===== src/rtl/alu_seq_ctrl.sv =====
// ---------------------------------------------------------------------------
// alu_seq_ctrl
//
// Purpose:
//   This block sequences a small 4-bit accumulator ALU. It accepts one
//   instruction at a time through a valid/ready handshake. It drives the ALU
//   operand, load and routing controls for one SETUP cycle and one EXEC
//   cycle, and then signals completion in a DONE cycle. In DONE it also
//   captures the ALU flags for arithmetic and logic operations.
//
//   Opcodes: 000 NOP, 001 LDA, 010 ADD, 011 AND, 100 OR, 101 XOR,
//            110 OUT, 111 illegal.
//
// Ports:
//   clk        in   1   rising-edge clock
//   rst        in   1   synchronous active-high reset
//   in_valid   in   1   instruction offered
//   in_ready   out  1   block accepts an instruction (IDLE only)
//   in_op      in   3   opcode
//   in_data    in   4   operand
//   flgs       in   3   ALU flags {carry, parity, zero}
//   tin        out  4   ALU operand
//   pin        out  4   accumulator load data
//   cmode      out  2   ALU op select: 00 add, 01 and, 10 or, 11 xor
//   uacc       out  1   accumulator / flag update enable
//   inmode     out  1   accumulator source (1 = pin)
//   outmode    out  1   accumulator routing (0 = bus, 1 = ALU)
//   done       out  1   one-cycle completion pulse
//   err        out  1   one-cycle illegal-opcode pulse
//   bus_valid  out  1   ALU bus carries the accumulator this cycle
//   flag_q     out  3   flags captured at the last ALU operation
//   op_cnt     out  CNT_W  completed-operation counter (optional)
//
// Configuration:
//   ALU_SEQ_OPCNT_EN  When this macro is defined, the block adds the op_cnt
//                     output. It is a saturating count of the completed
//                     LDA/ADD/AND/OR/XOR/OUT instructions. When the macro is
//                     undefined, the port and the counter are absent.
// ---------------------------------------------------------------------------
module alu_seq_ctrl #(
    parameter int CNT_W = 8
) (
    input  logic             clk,
    input  logic             rst,
    input  logic             in_valid,
    output logic             in_ready,
    input  logic [2:0]       in_op,
    input  logic [3:0]       in_data,
    input  logic [2:0]       flgs,
    output logic [3:0]       tin,
    output logic [3:0]       pin,
    output logic [1:0]       cmode,
    output logic             uacc,
    output logic             inmode,
    output logic             outmode,
    output logic             done,
    output logic             err,
    output logic             bus_valid,
    output logic [2:0]       flag_q
`ifdef ALU_SEQ_OPCNT_EN
    ,
    output logic [CNT_W-1:0] op_cnt
`endif
);

    // This generate condition is only a sanity hook on the counter width.
    // It does nothing for legal widths, and it keeps CNT_W referenced in the
    // build that has no counter.
    if (CNT_W < 1) begin : g_cnt_w_invalid
    end

    localparam logic [2:0] OP_NOP = 3'b000;
    localparam logic [2:0] OP_LDA = 3'b001;
    localparam logic [2:0] OP_ADD = 3'b010;
    localparam logic [2:0] OP_AND = 3'b011;
    localparam logic [2:0] OP_OR  = 3'b100;
    localparam logic [2:0] OP_XOR = 3'b101;
    localparam logic [2:0] OP_OUT = 3'b110;
    localparam logic [2:0] OP_ILL = 3'b111;

    typedef enum logic [1:0] {
        IDLE  = 2'b00,
        SETUP = 2'b01,
        EXEC  = 2'b10,
        DONE  = 2'b11
    } state_t;

    state_t     state;
    state_t     state_next;
    logic [2:0] op_q;
    logic [3:0] data_q;
    logic       accept;
    logic       in_is_long;
    logic       op_is_alu;
    logic       op_writes_acc;

    assign in_ready = (state == IDLE);
    assign accept   = in_valid && in_ready;

    // NOP and illegal opcodes skip SETUP and EXEC and go straight to DONE.
    // Every other opcode takes the full three-step path.
    assign in_is_long = (in_op != OP_NOP) && (in_op != OP_ILL);

    assign op_is_alu     = (op_q == OP_ADD) || (op_q == OP_AND) ||
                           (op_q == OP_OR)  || (op_q == OP_XOR);
    assign op_writes_acc = op_is_alu || (op_q == OP_LDA);

    // State, instruction and flag registers.
    // The instruction is captured only on a handshake, so the outputs do not
    // follow in_op/in_data once the instruction is accepted. Reset takes
    // priority over a handshake in the same cycle. Reset also drops any
    // in-flight instruction without a done pulse.
    always_ff @(posedge clk) begin
        if (rst) begin
            state  <= IDLE;
            op_q   <= OP_NOP;
            data_q <= 4'd0;
            flag_q <= 3'b000;
        end else begin
            state <= state_next;
            if (accept) begin
                op_q   <= in_op;
                data_q <= in_data;
            end
            if ((state == DONE) && op_is_alu) begin
                flag_q <= flgs;
            end
        end
    end

    // Next-state logic.
    // IDLE is the only state that can accept an instruction. SETUP, EXEC and
    // DONE each last exactly one cycle. So a long instruction occupies four
    // cycles, including the accept cycle.
    always_comb begin
        state_next = state;
        case (state)
            IDLE: begin
                if (accept) begin
                    state_next = in_is_long ? SETUP : DONE;
                end
            end
            SETUP:   state_next = EXEC;
            EXEC:    state_next = DONE;
            DONE:    state_next = IDLE;
            default: state_next = IDLE;
        endcase
    end

    // Output decode.
    // The operand and mode controls are held steady across SETUP and EXEC.
    // This lets the ALU settle before the single uacc strobe in EXEC. In IDLE
    // and DONE the controls return to the neutral values: routing to the
    // ALU, no load, and zero operands.
    always_comb begin
        tin       = 4'd0;
        pin       = 4'd0;
        cmode     = 2'b00;
        uacc      = 1'b0;
        inmode    = 1'b0;
        outmode   = 1'b1;
        done      = 1'b0;
        err       = 1'b0;
        bus_valid = 1'b0;

        case (state)
            SETUP, EXEC: begin
                case (op_q)
                    OP_LDA: begin
                        inmode = 1'b1;
                        pin    = data_q;
                    end
                    OP_ADD: begin
                        tin   = data_q;
                        cmode = 2'b00;
                    end
                    OP_AND: begin
                        tin   = data_q;
                        cmode = 2'b01;
                    end
                    OP_OR: begin
                        tin   = data_q;
                        cmode = 2'b10;
                    end
                    OP_XOR: begin
                        tin   = data_q;
                        cmode = 2'b11;
                    end
                    OP_OUT: begin
                        // The accumulator is routed to the bus for both
                        // cycles. The bus is only declared valid in EXEC,
                        // after the routing has been stable for a cycle.
                        outmode   = 1'b0;
                        bus_valid = (state == EXEC);
                    end
                    default: begin
                    end
                endcase
                uacc = (state == EXEC) && op_writes_acc;
            end
            DONE: begin
                done = 1'b1;
                err  = (op_q == OP_ILL);
            end
            default: begin
            end
        endcase
    end

`ifdef ALU_SEQ_OPCNT_EN
    // Completed-operation counter.
    // It counts DONE cycles of real work only, so NOP and illegal opcodes are
    // not counted. It holds at all-ones instead of wrapping.
    always_ff @(posedge clk) begin
        if (rst) begin
            op_cnt <= '0;
        end else if ((state == DONE) && (op_q != OP_NOP) && (op_q != OP_ILL)
                     && (op_cnt != {CNT_W{1'b1}})) begin
            op_cnt <= op_cnt + 1'b1;
        end
    end
`endif

endmodule


===== config.mk =====
export PLATFORM = sky130hd
export DESIGN_NAME = alu_seq_ctrl
export DESIGN_NICKNAME = d
export VERILOG_FILES = /design/src/rtl/alu_seq_ctrl.sv
export SDC_FILE = /design/constraint.sdc
export NUM_CORES = 1
export LEC_CHECK = 0
export ABC_AREA = 1
export CAP_MARGIN = 0
export CORE_MARGIN = 5
export CORE_UTILIZATION = 30
export DETAILED_ROUTE_END_ITERATION = 10
export GPL_TIMING_DRIVEN = 1
export HOLD_SLACK_MARGIN = 0.15
export MAX_ROUTING_LAYER = met4
export PLACE_DENSITY = 0.6
export REMOVE_ABC_BUFFERS = 1
export SKIP_LAST_GASP = 1
export SYNTH_ARGS = -nofsm -noshare
export SYNTH_HDL_FRONTEND = slang
export SYNTH_SLANG_ARGS = --single-unit

===== constraint.sdc =====
create_clock -name clk -period 2.5 [get_ports clk]
set_clock_uncertainty 0.1 [all_clocks]
set_input_delay 0.25 -clock clk [delete_from_list [all_inputs] [get_ports clk]]
set_output_delay 0.25 -clock clk [all_outputs]
set_load 0.03 [all_outputs]

==> impl_metrics.env, run 1 <==
export IMPL_status="complete, no violations"
export IMPL_drtPass1Iterations=4
export IMPL_tightest_slew_ns=0.596
export IMPL_yosys_area_share_simple=0.264
export IMPL_cp_num_buf_inv=2
export IMPL_p_leak_uw=0.000585
export IMPL_tns_ns=0
export IMPL_grt_pass1_wl_um=2770
export IMPL_synth_area_mux_share=0
export IMPL_grt_pass1_vias=711
export IMPL_n_antenna_cell=0
export IMPL_design_core_area_um2=2190
export IMPL_synth_seq_area_share=0.352
export IMPL_setup_viol=0
export IMPL_track_usage=0.108
export IMPL_vias=697
export IMPL_cts_clk_slew_worst_paths_ns=0.08
export IMPL_hold_violations=0
export IMPL_critPathMaxStageDelay_ns=0.69
export IMPL_crit_type="reg -> out"
export IMPL_fp_row_count=17
export IMPL_vdd_drop_max_mv=0.390
export IMPL_clock_latency_ns=0.26
export IMPL_ys_types=16
export IMPL_boundaryPins=33
export IMPL_cts_tree="built"
export IMPL_cp_slowest_cell="clkdlybuf4s50_1"
export IMPL_hold_class="reg -> reg"
export IMPL_period_share=0.937
export IMPL_synth_compound_area_frac=0.176
export IMPL_fin_hold_ws_ns=0.366
export IMPL_p_clk_frac=0.204
export IMPL_cts_max_level=1
export IMPL_drtIter0Drc=2
export IMPL_via_per_inst=4.44
export IMPL_layoutNonFillerInstCount=157
export IMPL_gp_congestion=0.782
export IMPL_die_height_um=57.7
export IMPL_syn_area_um2=682
export IMPL_crit_path_start_kind="flip-flop"
export IMPL_cp_max_fo=6
export IMPL_synth_top_family_by_area="simple AND/OR/NAND/NOR gates"
export IMPL_netlist_top_cells_area="dfxtp_1 35%, a211oi_2 11%, inv_1 11%"
export IMPL_cts_buffer_depth=2
export IMPL_swShare=0.410
export IMPL_grt_max_degree=14
export IMPL_wl_per_cell_um=11.3
export IMPL_drc_errors=0
export IMPL_mostFrequentLayoutCell="clkdlybuf4s50_1"
export IMPL_p_comb_frac=0.466
export IMPL_grt_overflow_total=0
export IMPL_dpl_hpwl_um=1380
export IMPL_p_per_area_nw_per_um2=700
export IMPL_synth_top_area_share=0.352
export IMPL_ctsHoldBuffers=0
export IMPL_ys_ff_latch=12
export IMPL_required_ns=2.15
export IMPL_areaGrowthSynthToFinish_pct=57.4
export IMPL_start_util=0.311
export IMPL_synthAdderAreaFrac=0.0734
export IMPL_final_cell_mix="21 x clkdlybuf4s50_1, 20 x inv_1, 15 x nor2_1, 15 x nand2_1, 12 x dfxtp_1"
export IMPL_final_nets=147
export IMPL_clkSinkCount=12
export IMPL_yosysTopAreaCell="dfxtp_1"
export IMPL_crit_path_cell_trace="inv_1 > ha_1 > a21oi_1 > clkdlybuf4s50_1"
export IMPL_slew_headroom=0.601
export IMPL_cp_end_kind="output port"
export IMPL_totalWireLength_um=1770
export IMPL_rsz0062_at_grt="false"
export IMPL_drv_slew=0
export IMPL_seqPwrFrac=0.330
export IMPL_cts_buffers_inserted=3
export IMPL_worst_slack_ns=0.158
export IMPL_portBuffers=32
export IMPL_dp_cells=153
export IMPL_p_sw_uw=308
export IMPL_root_buffer="clkbuf_4"
export IMPL_drive_above_1_share=0.0853
export IMPL_maxCapViolations=0
export IMPL_synth_xor_area_share=0
export IMPL_internal_power_uw=444
export IMPL_antenna_found_initial=0
export IMPL_ys_warn_count=0
export IMPL_synthCells=95
export IMPL_postRouteAntennaNets=0
export IMPL_pre_cts_ws_ns=0.250
export IMPL_die_area_um2=3330
export IMPL_synth_area_per_cell_um2=7.18
export IMPL_fmax_mhz=427
export IMPL_die_w_um=57.7
export IMPL_cp_top_family="buffers and inverters"
export IMPL_arrival_ns=1.99
export IMPL_fin_crit_ns=2.34
per-layer routing:
metal | vias up | share of wire | global-route usage
met5 | - | 0 | -
met4 | 0 | 0.015 | 0.0596
met3 | 2 | 0.042 | 0.00891
met2 | 17 | 0.49 | 0.177
met1 | 307 | 0.45 | 0.129
li1 | 371 | - | -
power by group through the flow:
stage,combinational [µW],clock (µW),sequential [µW]
CTS,355,160,248
global route,391,166,252
finish,350,153,248
detailed placement,356,0,253
floorplan,240,0,251
global placement,352,0,252
area by class of cell:
type | instances | area [µm²]
fill | 226 | 1120
multi-input combinational | 61 | 350
timing repair buffer | 32 | 337
sequential | 12 | 240
inverter | 20 | 75.1
clock buffer | 4 | 36.3
tap | 28 | 35.0
metrics by stage:
step	cell area, µm²	util	total power [µW]
floorplan	666	-	491
global placement	1020	0.466	604
detailed placement	1020	0.466	609
CTS	1050	0.481	763
global route	1070	0.490	809
finish	1070	0.490	752
kinds of logic after synthesis:
family | after synthesis
buffers and inverters | 22
AO/OA/AOI/OAI | 14
adder cells (fa/ha/maj) | 4
AND/OR/NAND/NOR | 43
flip-flops | 12
Yosys cell counts (all sizes together):
cell    instances
inv            20
nand2          16
nor2           15
dfxtp          12
a211oi          7
nor3            7
a21oi           5
ha              4
nand3           4
buf             2
nand4           1
o21ai           1
o31ai           1
worst paths after layout:
check / start / endpoint / slack, ns / cells after the start
worst min-delay path: flag_q[0]$_SDFFE_PP0P_ / flag_q[0]$_SDFFE_PP0P_ / 0.37 / 2
worst max register to register: op_q[1]$_SDFFE_PP0P_ / flag_q[1]$_SDFFE_PP0P_ / 0.88 / 6
worst max-delay path: op_q[1]$_SDFFE_PP0P_ / uacc / 0.16 / 4
worst min register to register: flag_q[0]$_SDFFE_PP0P_ / flag_q[0]$_SDFFE_PP0P_ / 0.37 / 2
sequential cells by signal, indices dropped and copies added (netlist names):
register and flops:
data_q 4, state 2, flag_q 3, op_q 3
worst register-to-register path, cell delays in order (launching register included):
cell and delay [ns]:
dfxtp_1 0.33, inv_1 0.11, ha_1 0.40, nor2_1 0.29, inv_1 0.13, nand2_1 0.08
a21oi_1 0.05
timing repair:
item,CTS,global route
resized for setup,3,8
endpoints found under the setup margin,3,8
buffers inserted,0,0
Power figures use the tool's default switching activity.
==> inputs of run 2 (changes only) <==
--- a/config.mk
+++ b/config.mk
@@ -13,8 +13,7 @@
 export GPL_TIMING_DRIVEN = 1
 export HOLD_SLACK_MARGIN = 0.15
 export MAX_ROUTING_LAYER = met4
-export PLACE_DENSITY = 0.6
-export REMOVE_ABC_BUFFERS = 1
+export PLACE_DENSITY = 0.68
 export SKIP_LAST_GASP = 1
 export SYNTH_ARGS = -nofsm -noshare
 export SYNTH_HDL_FRONTEND = slang
==> run 2 against run 1 <==
Effect of this change: via count is 3.4% higher; fmax is 1.2% higher; setup slack better by 0.028 ns; routed wire length is 5.4% lower; clock power is 4% higher; hold slack better by 0.0065 ns; sequential share of layout area is 0.16 points higher; sequential power hardly changed; flip-flop and latch count stayed put; first-iteration DRC count grew to 11 times the previous value; power hardly changed; combinational power is 1% lower; largest cell class unchanged.
==> impl_metrics.env, run 2 (same netlist as run 1, synthesis figures left out) <==
export IMPL_status="complete, no violations"
export IMPL_tns_ns=0
export IMPL_arrival_ns=1.96
export IMPL_hold_class="reg -> reg"
export IMPL_worstHoldStart="flag_q[1]$_SDFFE_PP0P_"
export IMPL_postRouteAntennaNets=0
export IMPL_drv_slew=0
export IMPL_drtPass1Iterations=4
export IMPL_mostFrequentLayoutCell="clkdlybuf4s50_1"
export IMPL_top_regs="data_q: 4 flops, flag_q: 3 flops, op_q: 3 flops"
export IMPL_p_per_area_nw_per_um2=706
export IMPL_maxCapViolations=0
export IMPL_boundaryPins=33
export IMPL_drtIter0Drc=22
export IMPL_fmax_mhz=432
export IMPL_rrSetupSlack_ns=0.98
export IMPL_p_leak_uw=0.000558
export IMPL_crit_path_cell_trace="inv_1 > ha_1 > a21oi_1 > clkdlybuf4s50_1"
export IMPL_required_ns=2.15
export IMPL_critPathMaxStageDelay_ns=0.69
export IMPL_reg2reg_from="op_q[1]$_SDFFE_PP0P_"
export IMPL_hold_end="flag_q[1]$_SDFFE_PP0P_"
export IMPL_wl_per_cell_um=10.7
export IMPL_areaGrowthSynthToFinish_pct=56.3
export IMPL_cp_max_fo=6
export IMPL_top_register="data_q"
export IMPL_die_height_um=57.7
export IMPL_cts_clk_slew_worst_paths_ns=0.08
export IMPL_grt_max_degree=14
export IMPL_rsz0062_at_grt="false"
export IMPL_crit_type="reg -> out"
export IMPL_r2r_end="flag_q[2]$_SDFFE_PP0P_"
export IMPL_cp_slowest_cell="clkdlybuf4s50_1"
export IMPL_grt_pass1_vias=647
export IMPL_place_area_um2=1020
export IMPL_start_util=0.311
export IMPL_antenna_found_initial=0
export IMPL_drive_above_1_share=0.0853
export IMPL_cp_end_kind="output port"
export IMPL_design_core_area_um2=2190
export IMPL_post_cts_setup_buffers=0
export IMPL_cts_buffers_inserted=3
export IMPL_n_antenna_cell=0
export IMPL_ctsHoldBuffers=0
export IMPL_tightest_slew_ns=0.585
export IMPL_cp_top_family="buffers and inverters"
export IMPL_drc_errors=0
export IMPL_vdd_drop_max_mv=0.411
export IMPL_slew_headroom=0.609
export IMPL_track_usage=0.110
export IMPL_grt_pass1_wl_um=2750
export IMPL_vias=721
export IMPL_nFillCells=217
export IMPL_layoutNonFillerInstCount=157
export IMPL_die_w_um=57.7
export IMPL_synth_fp_nets=112
export IMPL_whs_path_depth=2
export IMPL_hold_violations=0
export IMPL_portBuffers=32
export IMPL_clock_latency_ns=0.28
export IMPL_grt_overflow_total=0
export IMPL_crit_path_start_kind="flip-flop"
export IMPL_dpl_hpwl_um=1390
export IMPL_final_nets=147
export IMPL_cp_num_buf_inv=2
export IMPL_r2r_cells=6
export IMPL_fp_row_count=17
export IMPL_cts_tree="built"
export IMPL_cts_buffer_depth=2
export IMPL_fin_crit_ns=2.31
export IMPL_largest_reg_flops=4
export IMPL_die_area_um2=3330
export IMPL_gp_congestion=0.785
export IMPL_fin_area_um2=1070
export IMPL_period_share=0.926
export IMPL_final_cell_mix="21 x clkdlybuf4s50_1, 20 x inv_1, 15 x nor2_1, 15 x nand2_1, 12 x dfxtp_1"
export IMPL_totalWireLength_um=1680
export IMPL_root_buffer="clkbuf_4"
export IMPL_via_per_inst=4.59
export IMPL_setup_viol=0
export IMPL_dp_cells=153
export IMPL_fin_util=0.487
export IMPL_cts_max_level=1
export IMPL_clkSinkCount=12
run 2: how the worst max path moves through the flow:
stage                                      from        to  cells after the start  slack [ns]
final                      op_q[1]$_SDFFE_PP0P_      uacc                      4        0.19
after CTS                 state[1]$_SDFFE_PP0P_    inmode                      5        0.05
after detailed placement  state[1]$_SDFFE_PP0P_  cmode[0]                      5        0.24
after global routing      state[1]$_SDFFE_PP0P_      uacc                      5        0.03
after floorplan           state[1]$_SDFFE_PP0P_  cmode[0]                      4        0.53
after global placement    state[1]$_SDFFE_PP0P_  cmode[0]                      5        0.32
run 2: cell type report:
| class | instances | area [µm²] | area share |
|---|---|---|---|
| flip-flops and latches | 12 | 240 | 0.225 |
| inverters | 20 | 75.1 | 0.0704 |
| multi-input cells | 61 | 350 | 0.329 |
| clock buffers | 4 | 36.3 | 0.0340 |
| well taps | 28 | 35.0 | 0.0329 |
| repair buffers | 32 | 329 | 0.309 |
run 2: where the power goes:
group          switching (µW)  leakage (µW)  internal (µW)
registers                22.3     0.0000987            226
clock network            70.8     0.0000210           88.7
logic                     215      0.000438            129
total                     309      0.000558            444
run 2: metrics by stage:
stage,worst slack [ns],total power (µW),hold slack [ns]
global placement,0.321,595,0.350
detailed placement,0.242,604,0.365
CTS,0.0458,760,0.378
floorplan,0.529,504,0.223
global route,0.0263,813,0.396
finish,0.186,753,0.372
run 2: timing repair:
item,CTS,global route
setup endpoints to repair,5,6
pin swaps,0,0
gates resized for setup,5,6
run 2: worst register-to-register path, stage by stage, from the launching register on:
cell and delay [ns]:
dfxtp_1 0.33, inv_1 0.11, ha_1 0.39, nor2_1 0.23, inv_1 0.10, nand2_1 0.07, a21oi_1 0.05
run 2: per-layer routing:
layer	GRT usage	up-vias	wire length, µm
li1	-	371	-
met1	0.121	322	710
met2	0.174	23	819
met3	0.0445	5	107
met4	0.0497	0	38
met5	-	-	0
